[src/rtl/keypad_debounce_repeat.sv]
// Keypad debouncer with press/release debouncing, typematic auto-repeat and
// long-press detection for a single latched key code.
//
// Ports:
//   clk, rst_n     : clock, asynchronous active-low reset
//   key_detected   : scanner reports a key present
//   key_code       : decoded code, meaningful only while key_detected=1
//   press_pulse    : one cycle when a press is accepted
//   repeat_pulse   : one cycle per auto-repeat event
//   release_pulse  : one cycle when a release is accepted
//   key_out        : latched code (0 while idle or debouncing a press)
//   key_held       : key accepted and not yet released
//   long_held      : first repeat has fired, until release
//   scan_stop      : freeze scanner on the current key while not idle
module keypad_debounce_repeat #(
  parameter int unsigned KEY_W        = 4,
  parameter int unsigned CNT_W        = 20,
  parameter int unsigned DEBOUNCE_CYC = 60000,
  parameter int unsigned RELEASE_CYC  = 60000,
  parameter int unsigned HOLD_CYC     = 300000,
  parameter int unsigned REPEAT_CYC   = 150000,
  parameter bit          REPEAT_EN    = 1'b1
) (
  input  logic             clk,
  input  logic             rst_n,
  input  logic             key_detected,
  input  logic [KEY_W-1:0] key_code,
  output logic             press_pulse,
  output logic             repeat_pulse,
  output logic             release_pulse,
  output logic [KEY_W-1:0] key_out,
  output logic             key_held,
  output logic             long_held,
  output logic             scan_stop
);

  localparam logic [63:0] CNT_SPAN = 64'd1 << CNT_W;

  // Reject cycle counts the counters cannot reach or that break pulse spacing.
  if (DEBOUNCE_CYC < 1 || RELEASE_CYC < 1 || HOLD_CYC < 2 || REPEAT_CYC < 2 ||
      64'(DEBOUNCE_CYC) > CNT_SPAN || 64'(RELEASE_CYC) > CNT_SPAN ||
      64'(HOLD_CYC) > CNT_SPAN || 64'(REPEAT_CYC) > CNT_SPAN) begin : g_param_check
    $error("keypad_debounce_repeat: cycle parameter out of range for CNT_W");
  end

  // Terminal compare values; counters clear on these so they never wrap.
  localparam logic [CNT_W-1:0] DB_LAST   = CNT_W'(DEBOUNCE_CYC - 1);
  localparam logic [CNT_W-1:0] REL_LAST  = CNT_W'(RELEASE_CYC - 1);
  localparam logic [CNT_W-1:0] HOLD_LAST = CNT_W'(HOLD_CYC - 1);
  localparam logic [CNT_W-1:0] RPT_LAST  = CNT_W'(REPEAT_CYC - 1);

  typedef enum logic [1:0] {
    IDLE       = 2'd0,
    PRESS_DB   = 2'd1,
    HELD       = 2'd2,
    RELEASE_DB = 2'd3
  } state_t;

  state_t           state, state_next;
  logic [CNT_W-1:0] cnt, cnt_next;
  logic [CNT_W-1:0] rpt_cnt, rpt_cnt_next;
  logic             first_done, first_done_next;
  logic [KEY_W-1:0] latch, latch_next;

  logic             press_next, repeat_next, release_next;
  logic [KEY_W-1:0] key_out_next;
  logic             key_held_next, long_held_next, scan_stop_next;

  logic             present;

  // A different code counts as absent so a rolled-over key looks like a release.
  assign present = key_detected && (key_code == latch);

  // State and output registers.
  always_ff @(posedge clk or negedge rst_n) begin
    if (!rst_n) begin
      state         <= IDLE;
      cnt           <= '0;
      rpt_cnt       <= '0;
      first_done    <= 1'b0;
      latch         <= '0;
      press_pulse   <= 1'b0;
      repeat_pulse  <= 1'b0;
      release_pulse <= 1'b0;
      key_out       <= '0;
      key_held      <= 1'b0;
      long_held     <= 1'b0;
      scan_stop     <= 1'b0;
    end else begin
      state         <= state_next;
      cnt           <= cnt_next;
      rpt_cnt       <= rpt_cnt_next;
      first_done    <= first_done_next;
      latch         <= latch_next;
      press_pulse   <= press_next;
      repeat_pulse  <= repeat_next;
      release_pulse <= release_next;
      key_out       <= key_out_next;
      key_held      <= key_held_next;
      long_held     <= long_held_next;
      scan_stop     <= scan_stop_next;
    end
  end

  // Next-state, counter and output decode.
  always_comb begin
    state_next      = state;
    cnt_next        = cnt;
    rpt_cnt_next    = rpt_cnt;
    first_done_next = first_done;
    latch_next      = latch;
    press_next      = 1'b0;
    repeat_next     = 1'b0;
    release_next    = 1'b0;

    case (state)
      IDLE: begin
        if (key_detected) begin
          latch_next = key_code;
          cnt_next   = '0;
          state_next = PRESS_DB;
        end
      end

      PRESS_DB: begin
        if (!present) begin
          state_next = IDLE;
        end else if (cnt == DB_LAST) begin
          state_next      = HELD;
          press_next      = 1'b1;
          rpt_cnt_next    = '0;
          first_done_next = 1'b0;
        end else begin
          cnt_next = cnt + CNT_W'(1);
        end
      end

      HELD: begin
        // rpt_cnt/first_done stay frozen on leaving so a release bounce resumes cadence.
        if (!present) begin
          state_next = RELEASE_DB;
          cnt_next   = '0;
        end else if (REPEAT_EN) begin
          if (!first_done && rpt_cnt == HOLD_LAST) begin
            repeat_next     = 1'b1;
            rpt_cnt_next    = '0;
            first_done_next = 1'b1;
          end else if (first_done && rpt_cnt == RPT_LAST) begin
            repeat_next  = 1'b1;
            rpt_cnt_next = '0;
          end else begin
            rpt_cnt_next = rpt_cnt + CNT_W'(1);
          end
        end
      end

      RELEASE_DB: begin
        if (present) begin
          state_next = HELD;
        end else if (cnt == REL_LAST) begin
          state_next      = IDLE;
          release_next    = 1'b1;
          latch_next      = '0;
          first_done_next = 1'b0;
          rpt_cnt_next    = '0;
        end else begin
          cnt_next = cnt + CNT_W'(1);
        end
      end

      default: state_next = IDLE;
    endcase

    // key_out/key_held still show the key during the release_pulse cycle.
    key_held_next  = (state_next == HELD) || (state_next == RELEASE_DB) || release_next;
    key_out_next   = key_held_next ? latch : '0;
    long_held_next = first_done_next & REPEAT_EN;
    scan_stop_next = (state_next != IDLE);
  end

endmodule
[config.mk]
export PLATFORM = sky130hd
export DESIGN_NAME = keypad_debounce_repeat
export DESIGN_NICKNAME = d
export VERILOG_FILES = /design/src/rtl/keypad_debounce_repeat.sv
export SDC_FILE = /design/constraint.sdc
export NUM_CORES = 1
export LEC_CHECK = 0
export ABC_AREA = 1
export BUFFER_PORTS_ARGS = -buffer_cell sky130_fd_sc_hd__buf_4
export CORE_MARGIN = 2
export CORE_UTILIZATION = 35
export DETAILED_ROUTE_END_ITERATION = 6
export GPL_TIMING_DRIVEN = 0
export SETUP_SLACK_MARGIN = 0.15
export SYNTH_ARGS = -nofsm -noshare
export SYNTH_HDL_FRONTEND = slang
export SYNTH_SLANG_ARGS = --single-unit
[constraint.sdc]
create_clock -name clk -period 2.4 [get_ports clk]
set_clock_uncertainty 0.15 [all_clocks]
set_input_delay 0 -clock clk [delete_from_list [all_inputs] [get_ports clk]]
set_output_delay 0 -clock clk [all_outputs]
set_load 0.05 [all_outputs]
# Word level (Yosys, flattened, before mapping)
# Index checks and enable logic that the tools add are counted.
word_totals:
  regBits: 56
  input_bits: 7
  output_inout_bits: 10
  wordCells: 83
classes:
  n_addsub: 2
  n_eq_ne: 16
  muxes: 40
  n_reduce_logical: 14
ops:
  columns: ["operator", "count"]
  rows:
  - ["$mux 20", 11]
  - ["$pmux 20 s4", 1]
  - ["$pmux 20 s3", 1]
  - ["$add 20x1->20 const B", 2]
  - ["$eq 20x16->1 const B", 1]
  - ["$eq 20x18->1 const B", 1]
  - ["$eq 20x19->1 const B", 1]
  - ["$mux 4", 4]
  - ["$mux 1", 14]
  - ["$ne 2x2->1 const B", 7]
  - ["$mux 2", 6]
  - ["$reduce_and 4->1", 3]
  - ["$eq 2x2->1 const B", 4]
  - ["$pmux 2 s4", 1]
  - ["$pmux 4 s2", 1]
  - ["$reduce_and 5->1", 1]
  - ["$eq 4x4->1", 1]
  - ["$reduce_bool 2->1", 2]
  - ["$logic_and 1x1->1", 3]
  - ["$pmux 1 s3", 1]
  - ["$reduce_bool 3->1", 1]
  - ["$eq 2x1->1 const B", 1]
  - ["$logic_not 2->1", 1]
  - ["$logic_or 1x1->1", 2]
  - ["$logic_not 1->1", 1]

# Logic depth before layout (Yosys ltp)
# Gate-level depths: netlist (run 1).
depth:
  word_depth: 8
  depth_mapped: 12

# Worst setup path before layout (run 1)
# No wires, ideal clock.
synth_path:
  path_kind: "reg2reg"
  startpoint: "reg cnt[0]"
  endpoint: "reg rpt_cnt[16]"
  arrival_time_ns: 1.507
  t_required_ns: 2.132
  slack_ns: 0.625
  path_stages_with_launch: 12
  path_buffers: 1
  path_cell_list: "dfrtp_1 > ha_1 > nand3_2 > clkinv_1 > nand2_1 > nor2_2 > nand2_1 > nand2_1 > nand2_4 > buf_4 > nand2_1 > o21ai_2"
synth_via:
  elab_chain_len: 4
synth_rtl:
  columns: ["element", "line_no", "source"]
  rows:
  - ["from (decl)", "60", "logic [CNT_W-1:0] cnt, cnt_next;"]
  - ["from (signal assigned)", "91", "cnt <= cnt_next;"]
  - ["$eq 20x16->1 (*)", "128, 160", null]
  - ["$mux 20 (*)", null, null]
  - ["$mux 20 (on tied branches)", null, null]
  - ["$pmux 20 s3 (*)", null, null]
  - ["to (signal assigned)", "92", "rpt_cnt <= rpt_cnt_next;"]
  - ["to (decl)", "61", "logic [CNT_W-1:0] rpt_cnt, rpt_cnt_next;"]
# Mark *: on every way between the ends. The rest lies on a longest branch, timed or not. The select of a mux whose other input is x is not followed.
# A chain may end at the register's enable or synchronous reset.

# Worst setup path in the final report (run 1)
layout_path:
  startpoint: "reg rpt_cnt[0]"
  endpoint: "reg rpt_cnt[18]"
layout_via:
  elab_chain_len: 6
layout_rtl:
  columns: ["element", "line_no", "source"]
  rows:
  - ["parallel branches: the longest is 3 deep, another holds $add 20x1->20", null, null]
  - ["$mux 20 (*)", "144", "if (!first_done && rpt_cnt == HOLD_LAST) begin"]
  - ["$mux 20 (*)", "140", "if (!present) begin"]
  - ["$pmux 20 s3 (*)", "116", "case (state)"]
# Every way passes the cells marked *. The select of a mux whose other input is x is not followed.

==> run_results.csv, run 1 <==
group,metric,value,unit
run_status,status,"complete, no violations",
placed_design,port_buffers,16,
floorplanning,rows,38,
min_path,whs_path_depth,5,
layout,final_cell_mix,"241 x nand2_1, 105 x nor2_1, 54 x dfrtp_1",
floorplanning,start_util,35.6,%
setup_path,rr_startpoint,"rpt_cnt[0]",
setup_path,rrSetupSlack,0.29,ns
synth,yosysWarningCount,0,
setup_path,path_cells,"ha_2 > nand3_1 > inv_1 > nand2_1 > nor2_1 > nand3_2 > nand3_1 > nor2_1 > nand2_1 > nand2_1",
synth,synth.top_cell.area_share,36.6,%
setup_path,worst-path-stages,10,
grt,grt_max_degree,57,
synth,syn_nets,603,
placed_design,place_inst,750,
setup_path,cp.arrival,2.18,ns
placed_design,hpwl,7.50,mm
routing,vias_per_cell,4.84,
grt,antenna_found_initial,0,
grt,grt_pass1_wl,17.0,mm
sta,setup_tns,0,ns
layout,fill_cells,1180,
sta,period_share,87.8,%
placed_design,place_congestion,0.948,
power,power_density,437,mW/mm2
sta,slew_viol_final,0,
setup_path,required,2.47,ns
power,vdd_drop_max,276,uV
sta,worst_slew_pin_slew,0.734,ns
sta,min_period,2.11,ns
routing,dr.pass1.iters,4,
setup_path,critical_path.startpoint_type,"flip-flop",
layout,drive_above_1_share,10.1,%
routing,finalWirelength,9.94,mm
cts,postCtsSetupBuffers,0,
layout,nets,631,
min_path,min_path_type,"in2reg",
min_path,min_from,"key_detected",
setup_path,critPathCaptureType,"flip-flop",
setup_path,r2r_end,"rpt_cnt[18]",
synth,synthFlopType,"dfrtp_1",
synth,synthesis.area,0.00383,mm2
routing,post-route-drc-count,0,
floorplanning,die_area,0.0118,mm2
cts,cts_buffers,5,
run,drv_cap,0,
setup_path,path_class,"reg2reg",
cts,worstSkewPairLatency,0.32,ns
setup_path,crit_slowest_cell,"dfrtp_2",
power,p_leak,1.97,nW
grt,first_global_vias,3633,
setup_path,cp_top_family,"simple AND/OR/NAND/NOR gates",
synth,ys_top_cells_by_area,"dfrtp_1 37%, nand2_1 24%, nor2_1 10%",
sta,relSlewSlack,51.1,%
synth,synthArstFlopShare,100,%
synth,yosys.area.top_type,"dfrtp_1",
setup_path,r2r_cells,10,
setup_path,slowest_delay,0.45,ns
sta,rsz0062_at_grt,"no",
setup_path,crit_fanout,9,
synth,syn_area_per_cell,6.45,um2
setup_path,crit_buf_inv,1,
floorplanning,core_area,0.0107,mm2
routing,ant_nets,0,
layout,insertedDiodeCount,0,
routing,vias,3693,
synth,ys_types,33,
cts,clockBufferDepth,2,
synth,synth_cells,594,
synth,synth_edf_count,0,
synth,ys_seq_area_share,36.6,%
floorplanning,fp.dieW,109,um
grt,grt_overflow,0,
layout,fin_cells,763,
cts,cts.htree.levels,2,
setup_path,cp_common_cell,"nand2_1",
layout,syn_to_final_growth,11.7,%
floorplanning,die_y,109,um
cts,root_buffer,"clkbuf_8",
min_path,whs_endpoint,"repeat_pulse",
cts,cts.reportedPaths.clkPinSlew,0.10,ns
synth,ys_seq_elements,56,
sta,max_freq,0.475,GHz
sta,hold_viol,0,
cts,cts_tree,"done",
sta,finalSetupViolations,0,
routing,routedWlPerCell,13.0,um
cts,cts.sinks,56,
grt,grt_usage,18.3,%
floorplanning,io_pins,17,
layout,mostFrequentLayoutCell,"nand2_1",
routing,drt_iter0_markers,199,
-- metal layers --
| layer | vias up | global-route usage [%] | routed length, um | share of wire (%) |
|---|---|---|---|---|
| met4 | 0 | 6.96 | 272 | 2.7 |
| met1 | 1715 | 22.6 | 4430 | 45 |
| met5 | - | 0 | 0 | 0 |
| met2 | 53 | 32.7 | 4970 | 50 |
| li1 | 1905 | - | - | - |
| met3 | 20 | 2.17 | 266 | 2.7 |
-- worst min-delay path, stage by stage --
cell	delay, ns
buf_4	0.12
nand2_1	0.10
nor2_4	0.06
nand4_2	0.11
a21oi_1	0.06
-- registers in the layout (all words and copies together) (netlist names) --
register and cells:
cnt 20, rpt_cnt 20, key_out 4, latch 4, state 2, first_done 1
key_held 1, press_pulse 1, release_pulse 1, repeat_pulse 1, scan_stop 1
-- cells by family (layout without fill, tap and decap cells) --
logic type	Yosys count	count (layout)	synth area share (%)
simple gates	430	430	47.7
compound gates	23	23	3.17
buf+inv	64	93	7.29
flops	56	56	36.6
fa+ha+maj	2	2	0.653
xor+xnor	19	19	4.54
-- final cells by class --
type                       count  area, um2  share of cell area [%]
multi-input combinational    474       2160                    50.5
sequential                    56       1400                    32.8
inverter                      51        191                    4.48
tap                          140        175                    4.09
timing repair buffer          21        170                    3.98
clock buffer                   8       90.1                    2.11
buffer                        13       87.6                    2.05
-- synth_stat cells, types with 2 or more instances --
master / n
xor2_1: 13
nor3b_1: 3
nor2_1: 105
nor2_4: 2
nand4_2: 2
buf_6: 2
a21oi_1: 3
nor3_1: 4
ha_1: 2
nand2_1: 241
o21ai_0: 3
o21ai_1: 15
or2_2: 3
buf_4: 5
nand3_2: 5
nand4_1: 17
nor2_2: 6
clkinv_1: 2
inv_2: 4
clkbuf_1: 2
buf_2: 4
dfrtp_1: 56
xnor2_1: 5
inv_1: 45
nand3_1: 37
-- stage by stage --
stage	util [%]	hold slack (ns)	worst slack, ns	cell area (um2)	power (mW)
2_1_floorplan	-	-0.446	0.625	3830	1.25
3_3_place_gp	38.4	-0.0426	0.210	4120	1.33
3_5_place_dp	38.4	-0.0349	0.179	4120	1.34
4_1_cts	39.7	0.0360	0.167	4260	1.90
5_1_grt	39.8	0.0696	0.156	4280	1.99
6_report	39.8	0.0387	0.293	4280	1.87
-- worst max path at each step --
stage                from     endpoint  slack, ns
2_1_floorplan      cnt[0]  rpt_cnt[16]       0.63
3_3_place_gp   rpt_cnt[0]  rpt_cnt[17]       0.21
3_5_place_dp   rpt_cnt[0]  rpt_cnt[17]       0.18
4_1_cts        rpt_cnt[0]  rpt_cnt[17]       0.17
5_1_grt            cnt[0]   rpt_cnt[4]       0.16
6_report       rpt_cnt[0]  rpt_cnt[18]       0.29
-- power by group --
| part | internal (mW) | switching [mW] |
|---|---|---|
| Sequential | 0.995 | 0.0846 |
| Combinational | 0.0997 | 0.150 |
| Clock | 0.236 | 0.305 |
| Total | 1.33 | 0.539 |
-- timing repair --
item                                    4_1_cts  5_1_grt
resized for setup                             0        4
endpoints found under the setup margin        0       18
endpoints found under the hold margin        60        0
hold buffers                                  5        0
No activity file was read; power rests on OpenSTA's default activity.
==> inputs of run 2 (changes only) <==
Settings changed: REMOVE_ABC_BUFFERS set to 1.
==> run 2 against run 1 <==
Utilization decreased by 0.41 points. Cell area is 1.0% lower. Die area did not move. Hold slack improved by 0.038 ns. Non-clock buffer count down 13. Critical endpoint is now rpt_cnt[6].
==> run_results.csv, run 2 (synthesized netlist as in run 1, its figures left out) <==
group,metric,value,unit
layout,multiInputGateArea,0.00220,mm2
floorplanning,fp.dieW,109,um
setup_path,rrSetupSlack,0.32,ns
layout,insertedDiodeCount,0,
cts,cts.htree.levels,2,
sta,period_share,86.7,%
setup_path,path_class,"reg2reg",
routing,finalWirelength,9.40,mm
sta,min_period,2.08,ns
run_status,status,"complete, no violations",
grt,grt_overflow,0,
sta,fin_hold_ws,0.0765,ns
layout,nets,619,
cts,cts_buffers,5,
cts,cts.reportedPaths.clkPinSlew,0.11,ns
placed_design,port_buffers,16,
sta,hold_viol,0,
floorplanning,core_area,0.0107,mm2
floorplanning,rows,38,
layout,fill_cells,1173,
layout,final_cell_mix,"241 x nand2_1, 105 x nor2_1, 54 x dfrtp_1",
routing,vias_per_cell,4.78,
power,power_density,444,mW/mm2
grt,first_global_vias,3512,
setup_path,crit_fanout,33,
setup_path,critPathCaptureType,"flip-flop",
min_path,min_path_type,"in2reg",
run,drv_cap,0,
setup_path,path_cells,"nor2_4 > nand4_2 > nand2_1 > nand2_8 > inv_4 > nand2_1 > nand2_1",
power,vdd_drop_max,244,uV
routing,drt_iter0_markers,171,
floorplanning,die_y,109,um
layout,reg_top3,"cnt x20, rpt_cnt x20",
routing,top_layer,"met4",
routing,routedWlPerCell,12.5,um
cts,cts_tree,"done",
routing,post-route-drc-count,0,
layout,syn_to_final_growth,10.6,%
setup_path,critical_path.startpoint_type,"flip-flop",
setup_path,crit_slowest_cell,"dfrtp_1",
sta,finalSetupViolations,0,
grt,grt_max_degree,57,
setup_path,required,2.51,ns
placed_design,place_congestion,0.919,
setup_path,cp.arrival,2.19,ns
floorplanning,die_area,0.0118,mm2
routing,ant_nets,0,
cts,postCtsSetupBuffers,0,
cts,clockBufferDepth,2,
layout,mostFrequentLayoutCell,"nand2_1",
cts,root_buffer,"clkbuf_8",
sta,relSlewSlack,50.1,%
power,p_leak,1.91,nW
cts,worstSkewPairLatency,0.32,ns
routing,wl_met2,4.55,mm
setup_path,cp_top_family,"simple AND/OR/NAND/NOR gates",
setup_path,crit_buf_inv,1,
routing,wl_met3,240,um
layout,drive_above_1_share,9.49,%
power,power,1.88,mW
sta,worst_slew_pin_slew,0.749,ns
floorplanning,start_util,35.6,%
routing,vias,3589,
layout,postLayoutCoreUtil,39.4,%
setup_path,slowest_delay,0.51,ns
grt,grt_pass1_wl,16.0,mm
sta,slew_viol_final,0,
sta,setup_tns,0,ns
sta,rsz0062_at_grt,"no",
grt,antenna_found_initial,0,
floorplanning,io_pins,17,
layout,regArea,0.00140,mm2
routing,wl_met1,4.51,mm
routing,dr.pass1.iters,4,
grt,grt_usage,17.0,%
sta,max_freq,0.481,GHz
setup_path,cp_common_cell,"nand2_1",
placed_design,hpwl,6.77,mm
cts,cts.sinks,56,
## run 2: changes by cell type in the layout (fill, tap and decap cells not counted), moves of 2 or more
cell      previous run  this run
buf_4               21        16
buf_2                4         0
clkbuf_1             4         0
nor2_4               2         5
buf_6                2         0
nor2_2               6         4
## run 2: area by class of cell
cell class	instances	area share, %
tap	140	4.14
sequential	56	33.2
inverter	51	4.58
multi-input combinational	475	52.0
clock inverter	3	0.532
timing repair buffer	21	4.02
clock buffer	5	1.63
## run 2: timing repair
item | in CTS | in global routing
hold buffers | 5 | 0
hold endpoints to repair | 61 | 0
pin swaps | 0 | 1
endpoints found under the setup margin | 36 | 45
gates cloned | 0 | 1
resized for setup | 2 | 11
## run 2: stage by stage
stage,setup WS [ns],area (um2),cells
3_5_place_dp,0.0162,4040,737
5_1_grt,0.155,4230,751
3_3_place_gp,0.0771,4040,737
2_1_floorplan,0.518,3740,581
6_report,0.320,4230,751
4_1_cts,0.169,4190,750
## run 2: path summary, 6_finish.rpt
check,from,endpoint,cells after the start
max,state[0],rpt_cnt[6],7
max reg2reg,state[0],rpt_cnt[6],7
max in group asynchronous,rst_n,cnt[0],2
min in group asynchronous,rst_n,key_out[0],2
min reg2reg,latch[3],latch[3],2
min,key_detected,repeat_pulse,5
## run 2: worst register-to-register path: stages, from the launching register on
cell and delay (ns):
dfrtp_1 0.51, nor2_4 0.42, nand4_2 0.26, nand2_1 0.23, nand2_8 0.18, inv_4 0.15, nand2_1 0.07, nand2_1 0.06
## run 2: metal layers
| metal | GRT usage, % | vias to the layer above |
|---|---|---|
| met5 | 0 | - |
| met4 | 5.22 | 0 |
| met3 | 1.99 | 9 |
| met1 | 21.8 | 1652 |
| li1 | - | 1882 |
| met2 | 29.7 | 46 |
## run 2: power by group
part	switching (mW)	internal (mW)
Sequential	0.0837	0.995
Clock	0.337	0.210
Combinational	0.151	0.101
==> inputs of run 3 (changes only) <==
Settings changed: CORE_ASPECT_RATIO set to 1.75.
==> run 3 against run 2 <==
Hold slack better by 0.031 ns. Cell count down 1.5%. Setup slack worse by 0.0077 ns. Utilization up 0.46 points. Combinational power about the same. Clock power up 33%. Register-to-register slack about the same. Critical path depth up 4.
==> run_results.csv, run 3 (synthesized netlist as in run 1, its figures left out) <==
group,metric,value,unit
layout,fill_cells,1123,
layout,design_area,0.00426,mm2
routing,wl_met1,3.78,mm
cts,cts.sinks,56,
placed_design,hpwl,7.58,mm
routing,wl_met2,5.67,mm
min_path,min_from,"key_detected",
grt,grt_pass1_wl,17.3,mm
power,vdd_drop_max,457,uV
setup_path,r2r_cells,11,
sta,hold_viol,0,
min_path,whs_path_depth,5,
cts,cts_tree,"done",
sta,max_freq,0.479,GHz
sta,min_period,2.09,ns
floorplanning,rows,50,
power,power_density,484,mW/mm2
cts,cts.htree.levels,2,
sta,relSlewSlack,51.0,%
setup_path,path_class,"reg2reg",
power,p_leak,1.93,nW
placed_design,place_area,0.00402,mm2
grt,first_global_vias,3703,
placed_design,port_buffers,16,
setup_path,crit_fanout,33,
min_path,min_path_type,"in2reg",
sta,setup_tns,0,ns
layout,final_cell_mix,"241 x nand2_1, 105 x nor2_1, 54 x dfrtp_1",
routing,ant_nets,0,
layout,insertedDiodeCount,0,
layout,mostFrequentLayoutCell,"nand2_1",
floorplanning,io_pins,17,
sta,finalSetupViolations,0,
floorplanning,fp.dieW,83.1,um
setup_path,critPathCaptureType,"flip-flop",
cts,worstSkewPairLatency,0.30,ns
routing,wl_met3,243,um
routing,finalWirelength,10.2,mm
layout,reg_top3,"cnt x20, rpt_cnt x20",
sta,rsz0062_at_grt,"yes",
routing,vias_per_cell,4.96,
grt,grt_overflow,0,
grt,grt_usage,18.1,%
floorplanning,core_area,0.0107,mm2
sta,worst_slew_pin_slew,0.735,ns
cts,cts_buffers,5,
setup_path,required,2.49,ns
sta,fin_hold_ws,0.107,ns
routing,top_layer,"met4",
grt,grt_max_degree,57,
setup_path,cp.arrival,2.17,ns
placed_design,place_congestion,0.917,
grt,antenna_found_initial,0,
setup_path,rr_startpoint,"cnt[0]",
power,power,2.07,mW
layout,nets,618,
floorplanning,start_util,35.8,%
sta,slew_viol_final,0,
routing,vias,3669,
layout,drive_above_1_share,8.85,%
sta,period_share,87.0,%
setup_path,r2r_end,"rpt_cnt[17]",
layout,syn_to_final_growth,11.4,%
run_status,status,"complete, no violations",
routing,dr.pass1.iters,4,
routing,routedWlPerCell,13.8,um
min_path,whs_endpoint,"repeat_pulse",
routing,drt_iter0_markers,162,
floorplanning,die_area,0.0118,mm2
setup_path,critical_path.startpoint_type,"flip-flop",
cts,clockBufferDepth,2,
run,drv_cap,0,
setup_path,rrSetupSlack,0.31,ns
routing,post-route-drc-count,0,
floorplanning,die_y,142,um
cts,root_buffer,"clkbuf_16",
cts,cts.reportedPaths.clkPinSlew,0.07,ns
run 3: cell types whose count changed in the layout (fill, tap and decap cells not counted):
cell | before | now
nand3_2 | 5 | 4
o21ai_2 | 2 | 1
o21ai_0 | 2 | 3
clkinv_2 | 1 | 0
nand3_4 | 1 | 2
clkbuf_8 | 5 | 0
nor2_4 | 5 | 4
inv_6 | 1 | 0
clkbuf_1 | 0 | 2
clkbuf_16 | 0 | 5
run 3: power by group:
group	internal [mW]	leakage, nW	switching [mW]
sequential	0.995	0.749	0.0898
combinational	0.101	1.11	0.151
clock	0.391	0.0681	0.337
total	1.49	1.93	0.578
run 3: worst max-delay path by stage:
stage	endpoint	startpoint
6_report	rpt_cnt[17]	cnt[0]
5_1_grt	cnt[1]	cnt[0]
4_1_cts	rpt_cnt[17]	cnt[0]
3_5_place_dp	cnt[14]	cnt[0]
3_3_place_gp	cnt[12]	cnt[0]
2_1_floorplan	cnt[0]	cnt[0]
run 3: critical path: stages, from the launching register on:
cell and delay, ns:
dfrtp_2 0.47, ha_2 0.26, nand3_2 0.16, clkinv_1 0.08, nand2_1 0.06, nor2_2 0.16
nand2_1 0.07, nand2_1 0.16, nand2_8 0.18, inv_4 0.14, nand2_1 0.06, nand2_1 0.06
run 3: final cells by class:
class	instances	area, um2	share of cell area (%)
multi-input combinational	474	2190	51.4
sequential	56	1400	32.9
inverter	51	194	4.55
timing repair buffer	21	170	3.99
tap	130	163	3.81
clock buffer	7	133	3.11
clock inverter	1	8.76	0.205
run 3: repair_timing:
action	4_1_cts	5_1_grt
hold buffers	5	0
endpoints found under the setup margin	43	41
buffers inserted	0	0
resized for setup	4	7
gates cloned	0	0
endpoints found under the hold margin	60	0
run 3: metal layers:
metal / track usage (%) / up-vias
li1: - / 1881
met1: 17.9 / 1676
met2: 34.3 / 77
met3: 2.38 / 35
met4: 12.5 / 0
met5: 0 / -
run 3: stage by stage:
| step | util, % | instances | setup slack, ns |
|---|---|---|---|
| 2_1_floorplan | - | 581 | 0.518 |
| 3_3_place_gp | 37.6 | 727 | 0.0426 |
| 3_5_place_dp | 37.6 | 727 | 0.00782 |
| 4_1_cts | 39.6 | 740 | 0.215 |
| 5_1_grt | 39.9 | 740 | 0.140 |
| 6_report | 39.9 | 740 | 0.312 |
